File: config.mk
export PLATFORM = sky130hd
export DESIGN_NAME = reduce_gate_pipe
export DESIGN_NICKNAME = d
export VERILOG_FILES = /design/src/rtl/reduce_gate_pipe.sv
export SDC_FILE = /design/constraint.sdc
export NUM_CORES = 1
export LEC_CHECK = 0
export ABC_AREA = 1
export CAP_MARGIN = 20
export CORE_MARGIN = 4
export CORE_UTILIZATION = 51
export DETAILED_ROUTE_END_ITERATION = 6
export PLACE_DENSITY = 0.81
export REMOVE_ABC_BUFFERS = 1
export SYNTH_ARGS = -nofsm -noshare
export SYNTH_HDL_FRONTEND = slang
export SYNTH_SLANG_ARGS = --single-unit
File: constraint.sdc
create_clock -name clk -period 4.65 [get_ports clk]
set_clock_uncertainty 0.05 [all_clocks]
set_input_delay 0.93 -clock clk [delete_from_list [all_inputs] [get_ports clk]]
set_output_delay 0.93 -clock clk [all_outputs]
set_load 0.02 [all_outputs]
File: src/rtl/reduce_gate_pipe.sv
// rtl/reduce_gate_pipe.sv - masked N-bit logic reduction, two-stage valid/ready pipeline
// Optional transaction counter on acc_count is enabled by defining REDUCE_STATS_EN.
module reduce_gate_pipe #(
  parameter int N     = 3,
  parameter int CNT_W = 16
) (
  input  logic             clk,
  input  logic             rst_n,
  input  logic             in_valid,
  output logic             in_ready,
  input  logic [N-1:0]     in_data,
  input  logic [N-1:0]     in_mask,
  input  logic [2:0]       in_op,
  output logic             out_valid,
  input  logic             out_ready,
  output logic             out_y,
  output logic             out_err
`ifdef REDUCE_STATS_EN
  ,
  output logic [CNT_W-1:0] acc_count
`endif
);

  localparam int PW = $clog2(N + 1);

  localparam logic [2:0] OP_AND  = 3'd0;
  localparam logic [2:0] OP_OR   = 3'd1;
  localparam logic [2:0] OP_XOR  = 3'd2;
  localparam logic [2:0] OP_NAND = 3'd3;
  localparam logic [2:0] OP_NOR  = 3'd4;
  localparam logic [2:0] OP_XNOR = 3'd5;
  localparam logic [2:0] OP_MAJ  = 3'd6;

  function automatic logic [PW-1:0] popcnt(input logic [N-1:0] v);
    logic [PW-1:0] acc;
    acc = '0;
    for (int i = 0; i < N; i++) begin
      acc = acc + PW'(v[i]);
    end
    return acc;
  endfunction

  logic          r_s1_valid;
  logic [N-1:0]  r_s1_data;
  logic [N-1:0]  r_s1_mask;
  logic [2:0]    r_s1_op;
  logic          r_s2_valid;
  logic          r_y;
  logic          r_err;

  logic          w_adv1;
  logic          w_adv2;
  logic [N-1:0]  w_active;
  logic          w_and;
  logic          w_or;
  logic          w_xor;
  logic [PW-1:0] w_pc_ones;
  logic [PW-1:0] w_pc_mask;
  logic          w_maj;
  logic          w_y_next;
  logic          w_err_next;

  // A stage may load when it is empty or when the stage ahead is draining.
  assign w_adv2   = !r_s2_valid || out_ready;
  assign w_adv1   = !r_s1_valid || w_adv2;
  assign in_ready = w_adv1;

  // Masked-off bits become the identity: 1 for the AND family, 0 for OR/XOR.
  assign w_active  = r_s1_data & r_s1_mask;
  assign w_and     = &(r_s1_data | ~r_s1_mask);
  assign w_or      = |w_active;
  assign w_xor     = ^w_active;
  assign w_pc_ones = popcnt(w_active);
  assign w_pc_mask = popcnt(r_s1_mask);
  assign w_maj     = {w_pc_ones, 1'b0} > {1'b0, w_pc_mask};

  always_comb begin
    w_y_next   = 1'b0;
    w_err_next = 1'b0;
    case (r_s1_op)
      OP_AND:  w_y_next = w_and;
      OP_OR:   w_y_next = w_or;
      OP_XOR:  w_y_next = w_xor;
      OP_NAND: w_y_next = !w_and;
      OP_NOR:  w_y_next = !w_or;
      OP_XNOR: w_y_next = !w_xor;
      OP_MAJ:  w_y_next = w_maj;
      default: w_err_next = 1'b1;
    endcase
  end

  always_ff @(posedge clk or negedge rst_n) begin
    if (!rst_n) begin
      r_s1_valid <= 1'b0;
      r_s1_data  <= '0;
      r_s1_mask  <= '0;
      r_s1_op    <= '0;
    end else if (w_adv1) begin
      r_s1_valid <= in_valid;
      if (in_valid) begin
        r_s1_data <= in_data;
        r_s1_mask <= in_mask;
        r_s1_op   <= in_op;
      end
    end
  end

  always_ff @(posedge clk or negedge rst_n) begin
    if (!rst_n) begin
      r_s2_valid <= 1'b0;
      r_y        <= 1'b0;
      r_err      <= 1'b0;
    end else if (w_adv2) begin
      r_s2_valid <= r_s1_valid;
      if (r_s1_valid) begin
        r_y   <= w_y_next;
        r_err <= w_err_next;
      end
    end
  end

  assign out_valid = r_s2_valid;
  assign out_y     = r_y;
  assign out_err   = r_err;

`ifdef REDUCE_STATS_EN
  logic [CNT_W-1:0] r_acc_count;

  always_ff @(posedge clk or negedge rst_n) begin
    if (!rst_n) begin
      r_acc_count <= '0;
    end else if (in_valid && w_adv1) begin
      r_acc_count <= r_acc_count + CNT_W'(1);
    end
  end

  assign acc_count = r_acc_count;
`endif

endmodule

==> results of run 1 <==
synth_stat cells (all sizes together):
master,n
dfrtp,13
inv,15
buf,1
nor2,17
fa,1
nand2,28
a21oi,10
o31ai,1
ha,3
xor2,1
mux2,1
nand3,6
logic make-up (layout without fill, tap and decap cells):
family                   count (synthesis)  count (layout)  share of synthesized area [%]
AND/OR/NAND/NOR                         51              51                          29.46
buffers and inverters                   16              35                          8.586
flip-flops                              13              13                          43.77
XOR/XNOR                                 1               1                          1.179
multiplexers                             1               1                          1.515
AO/OA/AOI/OAI                           11              11                          7.745
adder cells (fa/ha/maj)                  4               4                          7.745
critical path, stage by stage:
cell	delay [ns]
clkdlybuf4s50_1	0.45
inv_1	0.05
nand3_2	0.10
clkdlybuf4s50_1	0.63
cells in the final DEF, fill, tap and decap left out:
master	n
a21oi_1	10
clkbuf_1	1
clkbuf_4	3
clkdlybuf4s50_1	16
dfrtp_1	13
fa_1	1
ha_1	3
inv_1	15
mux2_2	1
nand2_1	24
nand2_2	3
nand2_4	1
nand3_1	5
nand3_2	1
nor2_1	17
o31ai_1	1
xor2_1	1
per-layer routing:
| layer | up-vias | part of all wire (%) | global-route usage (%) |
|---|---|---|---|
| met2 | 20 | 49 | 28.02 |
| met3 | 2 | 5.2 | 3.906 |
| met1 | 285 | 44 | 21.53 |
| met5 | - | 0 | 0 |
| met4 | 0 | 1.4 | 7.955 |
| li1 | 336 | - | - |
worst paths after layout:
| check | from | to | slack (ns) |
|---|---|---|---|
| max | out_ready | in_ready | 1.51 |
| min | out_err | out_err | 0.45 |
| max reg2reg | r_s1_mask[2] | out_y | 2.74 |
| min reg2reg | out_err | out_err | 0.45 |
| max in group asynchronous | rst_n | r_s1_mask[2] | 3.21 |
| min in group asynchronous | rst_n | out_err | 0.97 |
flip-flops by register name, summed over array words and instances (netlist names):
| register | count |
|---|---|
| r_s1_op | 3 |
| out_y | 1 |
| out_err | 1 |
| r_s1_mask | 3 |
| r_s1_valid | 1 |
| r_s1_data | 3 |
| out_valid | 1 |
through the flow:
step | cell area [µm²] | power, mW
floorplan | 735.7 | 0.2401
global placement | 914.6 | 0.2841
detailed placement | 914.6 | 0.2923
CTS | 940.9 | 0.3614
global route | 940.9 | 0.3887
finish | 940.9 | 0.3573
report_power, final:
part	switching, mW	internal, mW
Clock	0.0351	0.0332
Combinational	0.0785	0.0609
Sequential	0.0160	0.134
final cells by class:
cell class                 count  area, µm²  area share (%)
inverter                      15      56.30           5.984
tap                           15      18.77           1.995
timing repair buffer          16      160.2           17.02
clock buffer                   4      26.28           2.793
sequential                    13      325.3           34.57
multi-input combinational     68      354.1           37.63
==> results.cfg, run 1 <==
[outcome]
status = finished clean

[worst_setup_path]
reg2reg_depth = 11
crit_path_max_fanout = 3
critPathKind = primary input to output pin
cp-end-kind = output pin
worst_ep_required_time_ns = 3.67
critPathArrivalTime_ns = 2.16
startpoint_type = primary input

[sta]
worst_pin_slew_ns = 0.5730
hold_viol_final = 0
period_share_pct = 67.47
setup-violations-final = 0
totalNegativeSetupSlack_ns = 0
fin_crit_ns = 3.137
slew_headroom_pct = 61.68
holdWs_ns = 0.4460
max_freq_mhz = 318.7
setup_ws_ns = 1.513
final-max-slew-violation-count = 0
rsz0062_at_grt = no

[min_path]
min_path_cells = 2
hp-class = register to register

[floorplanning]
num_rows = 13
die_x_um = 46.18
ioPinCount = 17
die_h_um = 46.18
fp.coreArea_um2 = 1334
start_util_pct = 55.72
die-area_um2 = 2132

[place]
dp.cells = 127
place.gp.congestion = 0.7465
post-dp-hpwl_mm = 1.188
place_ws_ns = 1.502
io_buffer_count = 16

[detailed_routing]
firstDrtPassIters = 4
routedWlPerCell_um = 11.26
ant_nets = 0
dr_total_vias = 643
drt-total-wl_mm = 1.475
first_iter_violations = 17
drcViolationCount = 0
viasPerCell = 4.908

[global_routing]
grt_pass1_wl_mm = 2.587
grt_start_max_net_pins = 19
grt.total_usage_pct = 17.25
antenna_found_initial = 0
grt_overflow = 0
first_global_vias = 620

[synth]
ys_warn_count = 0
ys_types = 15
synth-seq-cells = 13
avgSynthCellArea_um2 = 7.662
synthDominantAreaCellType = dfrtp_1
netlist.area_leader.share_pct = 43.77
ys_seq_area_share_pct = 43.77
syn_inst = 97
synth_area_um2 = 743.2
synthTopCellsByArea = dfrtp_1 44%, nand2_1 12%, nor2_1 8.6%

[power]
power_leakage_nw = 0.4920
vdd_ir_drop_max_uv = 267.1
p_per_area_nw_per_um2 = 379.8

[finish]
area_growth_pct = 26.60
final_util_pct = 70.54
fillers = 112
finalNetCount = 134
layout-drive-gt1-share_pct = 7.759
diodes = 0
fin_cells = 131

[cts]
clk_pin_slew_ns = 0.08
cts_setup_buffers = 0
htree_levels = 1
clock_latency_ns = 0.27
clock_path_buffers = 2
cts-resized-gates = 0
cts_buffers = 3
tritoncts = yes
clkSinkCount = 13
root_buffer = clkbuf_4
hold_buffers = 0

[run]
drv_cap = 0
(Power assumes the default switching activity.)
==> inputs of run 2 (changes only) <==
--- a/config.mk
+++ b/config.mk
@@ -8,9 +8,9 @@
 export ABC_AREA = 1
 export CAP_MARGIN = 20
 export CORE_MARGIN = 4
-export CORE_UTILIZATION = 51
+export CORE_UTILIZATION = 47
 export DETAILED_ROUTE_END_ITERATION = 6
-export PLACE_DENSITY = 0.81
+export PLACE_DENSITY = 0.76
 export REMOVE_ABC_BUFFERS = 1
 export SYNTH_ARGS = -nofsm -noshare
 export SYNTH_HDL_FRONTEND = slang
==> constraint.sdc (replaced) <==
create_clock -name clk -period 3.1 [get_ports clk]
set_clock_uncertainty 0.05 [all_clocks]
set_input_delay 0.62 -clock clk [delete_from_list [all_inputs] [get_ports clk]]
set_output_delay 0.62 -clock clk [all_outputs]
set_load 0.02 [all_outputs]
==> results.cfg, run 2 (synthesis gave the netlist of run 1 again) <==
[detailed_routing]
ant_nets = 0
routedWlPerCell_um = 10.72
viasPerCell = 4.712
drcViolationCount = 0
firstDrtPassIters = 4
drt-total-wl_mm = 1.415
dr_total_vias = 622
first_iter_violations = 18

[power]
power.total_mw = 0.5352
p_clk_share_pct = 19.3
power_leakage_nw = 0.4920
power_frac_seq_pct = 42.0
p_sw_mw = 0.1934
p_comb_share_pct = 38.7
p_int_mw = 0.3418
p_sw_share_pct = 36.13
p_per_area_nw_per_um2 = 568.1
vdd_ir_drop_max_uv = 309.1

[place]
io_buffer_count = 16
post-dp-hpwl_mm = 1.153
place.gp.congestion = 0.7428
placed_area_um2 = 915.9

[run]
drv_cap = 0

[worst_setup_path]
crit_path_max_fanout = 3
cp_num_buf_inv = 3
startpoint_type = primary input
crit_family = buffers and inverters
slowest_delay_ns = 0.61
critPathArrivalTime_ns = 1.84
cp_cell_sequence = clkdlybuf4s50_1, inv_1, nand3_2, clkdlybuf4s50_1
critPathKind = primary input to output pin
r2r_slack_ns = 1.19
worst_ep_required_time_ns = 2.43
slowest_stage = clkdlybuf4s50_1
cp-end-kind = output pin
cpMostUsedCell = clkdlybuf4s50_1

[cts]
cts_setup_buffers = 0
clock_latency_ns = 0.27
tritoncts = yes
cts-resized-gates = 0
clock_path_buffers = 2
clk_pin_slew_ns = 0.07
cts_buffers = 3
clkSinkCount = 13
htree_levels = 1
hold_buffers = 0
root_buffer = clkbuf_4

[finish]
layout-drive-gt1-share_pct = 7.759
area_growth_pct = 26.77
final_common_cell = nand2_1
final_util_pct = 62.54
finalNetCount = 134
diodes = 0
top_regs = r_s1_data (3), r_s1_mask (3), r_s1_op (3)
layout_common_cells = 24 x nand2_1, 17 x nor2_1, 16 x clkdlybuf4s50_1
fillers = 129
final_area_um2 = 942.2

[sta]
holdWs_ns = 0.4458
rsz0062_at_grt = no
max_freq_mhz = 398.8
totalNegativeSetupSlack_ns = 0
worst_pin_slew_ns = 0.5734
fin_crit_ns = 2.507
hold_viol_final = 0
period_share_pct = 80.88
final-max-slew-violation-count = 0
slew_headroom_pct = 61.66
setup-violations-final = 0

[floorplanning]
ioPinCount = 17
num_rows = 14
die_h_um = 47.77
start_util_pct = 49.34
die_x_um = 47.77
die-area_um2 = 2282
fp.coreArea_um2 = 1506

[outcome]
status = finished clean

[global_routing]
grt.total_usage_pct = 15.02
grtUsageMet1_pct = 20.14
use_met2_pct = 22.43
grt_start_max_net_pins = 19
first_global_vias = 550
gr-max-usage-layer = met2
grt_pass1_wl_mm = 2.311
grt_overflow = 0
met3_usage_pct = 3.383
antenna_found_initial = 0

[min_path]
hp-class = register to register
run 2: cell counts in the layout (fill, tap and decap cells not counted):
No cell type changed its count.
run 2: metal layers:
metal | wire, µm | vias to the layer above
li1 | - | 337
met1 | 647 | 274
met2 | 713 | 9
met3 | 43 | 2
met4 | 12 | 0
met5 | 0 | -
run 2: worst min-delay path: cells and delay by family (launching register included):
family / cells / cell delay (ns)
simple gates: 1 / 0.05
compound gates: 1 / 0.06
flops: 1 / 0.35
run 2: per-stage QoR:
stage	setup WS [ns]	std cells
final	0.5927	132
after global routing	0.5486	132
after CTS	0.5850	132
after detailed placement	0.6046	128
after global placement	0.6045	128
after floorplan	1.362	96
run 2: worst paths after layout:
kind / start / end / depth (start not counted)
min in group asynchronous: rst_n / out_y / 1
max: out_ready / in_ready / 4
max in group asynchronous: rst_n / r_s1_valid / 1
min reg2reg: out_err / out_err / 2
max reg2reg: r_s1_mask[2] / out_y / 11
min: out_err / out_err / 2
run 2: power groups by stage:
| stage | combinational (mW) | clock [mW] | sequential (mW) |
|---|---|---|---|
| 3_3_place_gp | 0.202 | 0 | 0.225 |
| 2_1_floorplan | 0.121 | 0 | 0.239 |
| 4_1_cts | 0.210 | 0.106 | 0.225 |
| 3_5_place_dp | 0.209 | 0 | 0.228 |
| 6_report | 0.207 | 0.103 | 0.225 |
| 5_1_grt | 0.236 | 0.114 | 0.229 |
run 2: cell type report:
cell class,count,area [µm²],share of cell area (%)
flip-flops and latches,13,325.3,34.53
well taps,16,20.02,2.125
inverters,15,56.30,5.976
clock buffers,4,26.28,2.789
multi-input cells,68,354.1,37.58
repair buffers,16,160.2,17.00
